--- config.mk ---
export PLATFORM = sky130hd
export DESIGN_NAME = i2c_bus_arbiter
export DESIGN_NICKNAME = d
export VERILOG_FILES = /design/src/rtl/i2c_bus_arbiter.sv
export SDC_FILE = /design/constraint.sdc
export NUM_CORES = 1
export LEC_CHECK = 0
export ABC_AREA = 1
export CAP_MARGIN = 25
export CORE_MARGIN = 4
export CORE_UTILIZATION = 47
export CTS_BUF_LIST = sky130_fd_sc_hd__clkbuf_4
export DETAILED_ROUTE_END_ITERATION = 7
export PLACE_DENSITY = 0.81
export REMOVE_ABC_BUFFERS = 1
export SYNTH_ARGS = -nofsm -noshare
export SYNTH_HDL_FRONTEND = slang
export SYNTH_SLANG_ARGS = --single-unit
--- constraint.sdc ---
create_clock -name clk -period 1.9 [get_ports clk]
set_clock_uncertainty 0.1 [all_clocks]
set_input_delay 0.475 -clock clk [delete_from_list [all_inputs] [get_ports clk]]
set_output_delay 0.475 -clock clk [all_outputs]
set_load 0.005 [all_outputs]
--- src/rtl/i2c_bus_arbiter.sv ---
// Round-robin arbiter sharing one I2C byte-level master between NUM_REQ requesters.
// A grant is held for a whole transaction group; a watchdog reclaims a stalled grant.
module i2c_bus_arbiter #(
   parameter int NUM_REQ        = 2,
   parameter int TIMEOUT_CYCLES = 4_800_000,
   parameter int CNT_W          = 23
) (
   input  logic                   clk,
   input  logic                   reset,
   input  logic [NUM_REQ-1:0]     req,
   input  logic [NUM_REQ-1:0]     req_start,
   input  logic [7*NUM_REQ-1:0]   req_addr,
   input  logic [NUM_REQ-1:0]     req_rw,
   input  logic [8*NUM_REQ-1:0]   req_wdata,
   output logic [NUM_REQ-1:0]     gnt,
   output logic [NUM_REQ-1:0]     req_done,
   output logic [7:0]             req_rdata,
   output logic                   req_nack,
   output logic [NUM_REQ-1:0]     timeout,
   output logic                   m_start,
   output logic [6:0]             m_addr,
   output logic                   m_rw,
   output logic [7:0]             m_wdata,
   input  logic                   m_busy,
   input  logic                   m_done,
   input  logic [7:0]             m_rdata,
   input  logic                   m_nack
);

   localparam int IDX_W = (NUM_REQ > 2) ? 2 : 1;

   localparam logic [1:0] IDLE    = 2'd0;
   localparam logic [1:0] GRANT   = 2'd1;
   localparam logic [1:0] XFER    = 2'd2;
   localparam logic [1:0] RELEASE = 2'd3;

   // First set request at or above ptr, wrapping around.
   function automatic logic [IDX_W-1:0] rr_pick(input logic [IDX_W-1:0] ptr,
                                                 input logic [NUM_REQ-1:0] r);
      logic [IDX_W-1:0] idx;
      logic [IDX_W-1:0] sel;
      logic             found;
      sel   = ptr;
      found = 1'b0;
      for (int k = 0; k < NUM_REQ; k++) begin
         idx   = IDX_W'((int'(ptr) + k) % NUM_REQ);
         sel   = (!found && r[idx]) ? idx : sel;
         found = found | r[idx];
      end
      return sel;
   endfunction

   logic [1:0]         state_q, state_d;
   logic [NUM_REQ-1:0] gnt_q, gnt_d;
   logic [IDX_W-1:0]   g_q, g_d;
   logic [IDX_W-1:0]   rr_q, rr_d;
   logic [CNT_W-1:0]   wd_q, wd_d;
   logic [NUM_REQ-1:0] done_q, done_d;
   logic [NUM_REQ-1:0] to_q, to_d;
   logic [7:0]         rdata_q, rdata_d;
   logic               nack_q, nack_d;
   logic               mst_q, mst_d;
   logic [6:0]         maddr_q, maddr_d;
   logic               mrw_q, mrw_d;
   logic [7:0]         mwd_q, mwd_d;

   logic [IDX_W-1:0]   nxt_ptr_s;
   logic [IDX_W-1:0]   pick_s;
   logic               wd_exp_s;

   // Arbitration, transaction hand-off and watchdog next-state logic.
   always_comb begin
      state_d  = state_q;
      gnt_d    = gnt_q;
      g_d      = g_q;
      rr_d     = rr_q;
      wd_d     = wd_q;
      done_d   = '0;
      to_d     = '0;
      rdata_d  = rdata_q;
      nack_d   = nack_q;
      mst_d    = 1'b0;
      maddr_d  = maddr_q;
      mrw_d    = mrw_q;
      mwd_d    = mwd_q;
      nxt_ptr_s = (g_q == IDX_W'(NUM_REQ - 1)) ? '0 : g_q + IDX_W'(1);
      pick_s    = rr_pick((state_q == RELEASE) ? nxt_ptr_s : rr_q, req);
      wd_exp_s  = (wd_q == CNT_W'(TIMEOUT_CYCLES - 1));
      case (state_q)
         IDLE: begin
            if (|req) begin
               g_d     = pick_s;
               gnt_d   = NUM_REQ'(1) << pick_s;
               wd_d    = '0;
               state_d = GRANT;
            end else begin
               gnt_d   = '0;
            end
         end
         GRANT: begin
            // A start coinciding with req falling still wins; release follows the transfer.
            if (req_start[g_q] && !m_busy) begin
               mst_d   = 1'b1;
               maddr_d = req_addr[7*int'(g_q) +: 7];
               mrw_d   = req_rw[g_q];
               mwd_d   = req_wdata[8*int'(g_q) +: 8];
               wd_d    = '0;
               state_d = XFER;
            end else if (!req[g_q]) begin
               gnt_d   = '0;
               state_d = RELEASE;
            end else if (wd_exp_s) begin
               to_d    = gnt_q;
               gnt_d   = '0;
               state_d = RELEASE;
            end else begin
               wd_d    = wd_q + CNT_W'(1);
            end
         end
         XFER: begin
            if (m_done) begin
               done_d  = gnt_q;
               rdata_d = m_rdata;
               nack_d  = m_nack;
               wd_d    = '0;
               if (req[g_q]) begin
                  state_d = GRANT;
               end else begin
                  gnt_d   = '0;
                  state_d = RELEASE;
               end
            end else if (wd_exp_s) begin
               to_d    = gnt_q;
               gnt_d   = '0;
               state_d = RELEASE;
            end else begin
               wd_d    = wd_q + CNT_W'(1);
            end
         end
         RELEASE: begin
            // Re-arbitrate here so the grant gap is exactly this one cycle.
            rr_d = nxt_ptr_s;
            if (|req) begin
               g_d     = pick_s;
               gnt_d   = NUM_REQ'(1) << pick_s;
               wd_d    = '0;
               state_d = GRANT;
            end else begin
               gnt_d   = '0;
               state_d = IDLE;
            end
         end
         default: begin
            gnt_d   = '0;
            state_d = IDLE;
         end
      endcase
   end

   // State and registered outputs.
   always_ff @(posedge clk or negedge reset) begin
      if (!reset) begin
         state_q <= IDLE;
         gnt_q   <= '0;
         g_q     <= '0;
         rr_q    <= '0;
         wd_q    <= '0;
         done_q  <= '0;
         to_q    <= '0;
         rdata_q <= 8'h00;
         nack_q  <= 1'b0;
         mst_q   <= 1'b0;
         maddr_q <= 7'h00;
         mrw_q   <= 1'b0;
         mwd_q   <= 8'h00;
      end else begin
         state_q <= state_d;
         gnt_q   <= gnt_d;
         g_q     <= g_d;
         rr_q    <= rr_d;
         wd_q    <= wd_d;
         done_q  <= done_d;
         to_q    <= to_d;
         rdata_q <= rdata_d;
         nack_q  <= nack_d;
         mst_q   <= mst_d;
         maddr_q <= maddr_d;
         mrw_q   <= mrw_d;
         mwd_q   <= mwd_d;
      end
   end

   assign gnt       = gnt_q;
   assign req_done  = done_q;
   assign req_rdata = rdata_q;
   assign req_nack  = nack_q;
   assign timeout   = to_q;
   assign m_start   = mst_q;
   assign m_addr    = maddr_q;
   assign m_rw      = mrw_q;
   assign m_wdata   = mwd_q;

endmodule

Yosys cells after proc, flatten, opt, wreduce, memory -nomap -nowiden:

Cells that the tools add are included.

* shifts and indexed selects: 3
* add/subtract/negate cells: 3
* multiply operators: 1
* magnitude comparators: 3
* mux-type cells: 43
* reductions and logical operators: 12
* eq/ne operators: 9

Operator list (count)
* $mux W23: 5
* $pmux W23 S3: 1
* $mux W2: 18
* $add A23 B1 Y23 const B: 1
* $eq A23 B23 Y1 const B: 1
* $mux W1: 16
* $shiftx A16 B5 Y8: 1
* $shiftx A14 B5 Y7: 1
* $reduce_and A2 Y1: 5
* $pmux W2 S4: 1
* $lt A1 B2 Y1 const B: 3
* $ne A3 B3 Y1 const B: 2
* $pmux W2 S3: 1
* $eq A2 B2 Y1 const B: 2
* $mul A3 B1 Y4 const A: 1
* $ne A2 B2 Y1 const B: 2
* $pmux W2 S2: 1
* $reduce_or A2 Y1: 2
* $add A1 B1 Y1 const B: 2
* $eq A2 B1 Y1 const B: 1
* $logic_and A1 B1 Y1: 2
* $logic_not A1 Y1: 2
* $logic_not A2 Y1: 1
* $ne A2 B1 Y1 const B: 1
* $shl A1 B1 Y2 const A: 1

* bits in registers: 59
* input port bits: 49

Longest topological paths before layout:

* word-level depth: 11
* mapped depth: 11
* depth with buffers taken out: 11

Worst setup path after synthesis:

OpenSTA, ideal clock, no wires.

* path type: register to register
* from: register state_q[0]
* to: register wd_q[4]
* cell stages (with the launch flop): 11
* setup time: 0.123 ns
* path slack: 0.111 ns
* required time: 1.677 ns
* arrival: 1.566 ns
* cell sequence: dfrtp_1 -> inv_1 -> ha_1 -> or2_1 -> nand2_8 -> inv_8 -> nand2_4 -> buf_8 -> o21bai_2 -> nand2_1 -> nor2_1

* longest elaborated chain between the ends: 4

RTL lines
* start, declared: line 53 `logic [1:0] state_q, state_d;`
* start signal, assigned: line 177 `state_q <= state_d;`
* $eq A2 B2 Y1 / $logic_not A2 Y1 (equally long branches): line 89 `case (state_q)`
* $reduce_or A2 Y1 (no line)
* $ne A2 B1 Y1 (no line)
* $reduce_and A2 Y1 (no line)
* end signal, assigned: line 181 `wd_q <= wd_d;`
* end, declared: line 57 `logic [CNT_W-1:0] wd_q, wd_d;`

Parallel ways exist; a longest one is shown, timed or not.
A chain may end at the register's enable or synchronous reset.

Worst setup path in the final report:

* from: register to_q[1], in the netlist timeout[1]
* to: output port timeout[1]

RTL lines
* start, declared: line 59 `logic [NUM_REQ-1:0] to_q, to_d;`
* start signal, assigned: line 183 `to_q <= to_d;`
* end, declared: line 19 `output logic [NUM_REQ-1:0] timeout,`

No word-level cell between the ends.

==> impl_metrics.env <==
export IMPL_fin_crit_sh_pct=96.0
export IMPL_antenna_left=0
export IMPL_die_w_um=93.1
export IMPL_area_delta_synth_final_pct=41.8
export IMPL_gp_congestion=0.904
export IMPL_critPathBufInv=1
export IMPL_ir_drop_uv=753
export IMPL_cts_tree="built"
export IMPL_wl_met1_mm=3.59
export IMPL_insertion_delay_ps=410
export IMPL_drt_initial_drc_count=155
export IMPL_grt_usage_pct=21.9
export IMPL_antenna_found_initial=0
export IMPL_drt_wl_total_mm=8.94
export IMPL_drv_cap=0
export IMPL_hold_path_class="register to register"
export IMPL_synth_warnings=0
export IMPL_synth_seq_cells=59
export IMPL_relSlewSlack_pct=77.1
export IMPL_drv_slew=0
export IMPL_cp_arrival_ps=1250
export IMPL_required_ps=1320
export IMPL_ys_flop_type="dfrtp_1"
export IMPL_fp_dieH_um=93.1
export IMPL_drc=0
export IMPL_final_nets=613
export IMPL_critical_path_slowest_cell="clkdlybuf4s50_1"
export IMPL_grt_max_degree=60
export IMPL_ys_async_sr_fraction_pct=100
export IMPL_period_needed_ps=1820
export IMPL_yosysSeqAreaShare_pct=43.4
export IMPL_synth_cell_type_count=36
export IMPL_synth_edf_count=0
export IMPL_synth_area_sq_mm=0.00340
export IMPL_first_pass_iters=4
export IMPL_drive_gt1_share_pct=18.7
export IMPL_worst_pin_slew_ps=342
export IMPL_leakagePower_nw=2.49
export IMPL_layout_setup_ws_ps=75.1
export IMPL_grt_pass1_wl_mm=15.0
export IMPL_ios=81
export IMPL_num_rows=30
export IMPL_initial_core_util_pct=49.2
export IMPL_portBuffers=80
export IMPL_core_area_sq_mm=0.00691
export IMPL_dp_hpwl_mm=6.56
export IMPL_timing_fmax_mhz=548
export IMPL_wl_met3_um=639
export IMPL_hold_viol=0
export IMPL_vias=3309
export IMPL_post_place_ws_ps=-339
export IMPL_critical_path_class="register to output port"
export IMPL_dieArea_sq_mm=0.00866
export IMPL_dr_wl_met2_mm=4.58
export IMPL_crit_path_max_incr_delay_ps=500
export IMPL_insertedDiodeCount=0
export IMPL_numCtsBuffers=9
export IMPL_crit_fanout=1
export IMPL_avgViaCountPerCell=5.02
export IMPL_setup_viol=0
export IMPL_path_clk_slew_ps=110
export IMPL_avgSynthCellArea_sq_um=7.75
export IMPL_timing_hold_ws_ps=389
export IMPL_grt_overflow=0
export IMPL_endpoint_kind="output port"
export IMPL_grt_pass1_vias=3404
export IMPL_post_drt_wl_per_cell_um=13.6
export IMPL_critPathTopFamily="buffers and inverters"
export IMPL_cts_root_buf="clkbuf_4"
export IMPL_crit_path_start_kind="register"
export IMPL_clock_path_buffers=2
export IMPL_highest_layer="met4"
export IMPL_cts_max_level=3
export IMPL_power_density_mw_per_mm2=1200
export IMPL_syn_instance_count=439
export IMPL_critical_path_cell_chain="clkdlybuf4s50_1"
export IMPL_outcome="finished clean"
export IMPL_clkSinkCount=59
-- layout by cell type (no fill, tap or decap), types with 4 or more instances in the layout --
cell / n
clkbuf_4: 9
ha_1: 4
nor2_1: 94
dlygate4sd2_1: 6
buf_4: 35
nand4_1: 13
o21ai_2: 5
mux2_2: 9
nand2_2: 4
dfrtp_1: 57
o21ai_0: 6
nand2_1: 112
nor2_2: 4
dlymetal6s2s_1: 22
nand3_1: 16
inv_1: 42
o31ai_1: 17
nor3_1: 9
inv_2: 6
clkdlybuf4s50_1: 51
-- repair_timing --
item                                    in CTS  in global routing
gates resized for setup                      7                 31
endpoints found under the setup margin      11                 50
pin swaps                                    0                  3
hold buffers                                 1                  0
endpoints found under the hold margin       59                  0
setup buffers                                3                  6
-- metal layers --
metal	vias to the layer above	GRT usage [%]
met1	1555	23.3
met2	87	40.1
met5	-	0
li1	1652	-
met3	15	8.61
met4	0	6.11
-- cells in the mapped netlist, types with 4 or more instances --
| cell type | count | area share, % |
|---|---|---|
| nand2_2 | 4 | 0.74 |
| ha_1 | 6 | 2.2 |
| inv_2 | 5 | 0.55 |
| nand2_1 | 112 | 12 |
| o31ai_1 | 17 | 3.8 |
| nand4_1 | 13 | 2.4 |
| nor2_1 | 95 | 10 |
| dfrtp_1 | 59 | 43 |
| inv_1 | 43 | 4.7 |
| o21ai_0 | 6 | 0.88 |
| o21ai_2 | 5 | 1.3 |
| nand3_1 | 17 | 2.5 |
| mux2_2 | 9 | 3.0 |
| nor3_1 | 9 | 1.3 |
-- final timing paths --
kind | start | endpoint | slack [ps] | cells past startpoint
setup / recovery | timeout[1]$_DFF_PN0_ | timeout[1] | 80 | 1
hold / removal | m_addr[5]$_DFFE_PN0P_ | m_addr[5]$_DFFE_PN0P_ | 390 | 2
setup reg to reg | wd_q[1]$_DFFE_PN0P_ | wd_q[18]$_DFFE_PN0P_ | 100 | 7
hold reg to reg | m_addr[5]$_DFFE_PN0P_ | m_addr[5]$_DFFE_PN0P_ | 390 | 2
max in group asynchronous | reset | g_q$_DFFE_PN0P_ | 930 | 3
min in group asynchronous | reset | wd_q[9]$_DFFE_PN0P_ | 480 | 3
-- sequential cells by signal, indices dropped and copies added (netlist names) --
| signal | flops |
|---|---|
| wd_q | 23 |
| m_wdata | 8 |
| req_rdata | 8 |
| m_addr | 7 |
| gnt | 2 |
| req_done | 2 |
| state_q | 2 |
| timeout | 2 |
| g_q | 1 |
| m_rw | 1 |
| m_start | 1 |
| req_nack | 1 |
| rr_q | 1 |
-- where the power goes --
part	internal [mW]	switching (mW)	total, mW	leakage, nW
Sequential	1.62	0.228	1.84	0.765
Combinational	1.34	1.43	2.77	1.63
Clock	0.663	0.504	1.17	0.0959
-- through the flow --
| step | total power [mW] | cell area [sq um] | setup TNS [ps] | instances | util (%) |
|---|---|---|---|---|---|
| finish | 5.78 | 4820 | 0 | 659 | 69.8 |
| global route | 6.18 | 4820 | -49.9 | 659 | 69.8 |
| CTS | 5.79 | 4700 | 0 | 653 | 68.0 |
| detailed placement | 4.57 | 4480 | -7630 | 633 | 64.8 |
| global placement | 4.47 | 4480 | -6140 | 633 | 64.8 |
| floorplan | 3.21 | 3330 | -5340 | 429 | - |
-- cell families (layout without fill, tap and decap cells) --
family	after synthesis	after routing	synth area share (%)
multiplexers	10	10	3.27
buffers and inverters	60	184	7.91
AO/OA/AOI/OAI	38	38	8.17
adder cells (fa/ha/maj)	6	6	2.21
flip-flops	59	59	43.4
AND/OR/NAND/NOR	266	266	35.0
-- cell type report --
cell class | count | area [sq um]
Fill cell | 556 | 2080
Tap cell | 96 | 120
Clock inverter | 7 | 116
Inverter | 50 | 195
Sequential cell | 59 | 1480
Clock buffer | 9 | 67.6
Timing Repair Buffer | 118 | 1160
Multi-Input combinational cell | 320 | 1690
-- tightest hold or removal path: cells and delay by family, from the launching register on --
| family | cells | cell delay (ps) |
|---|---|---|
| AO/OA/AOI/OAI | 1 | 50 |
| flip-flops | 1 | 360 |
| AND/OR/NAND/NOR | 1 | 50 |
Note: power is estimated with default switching activity, not from simulation.
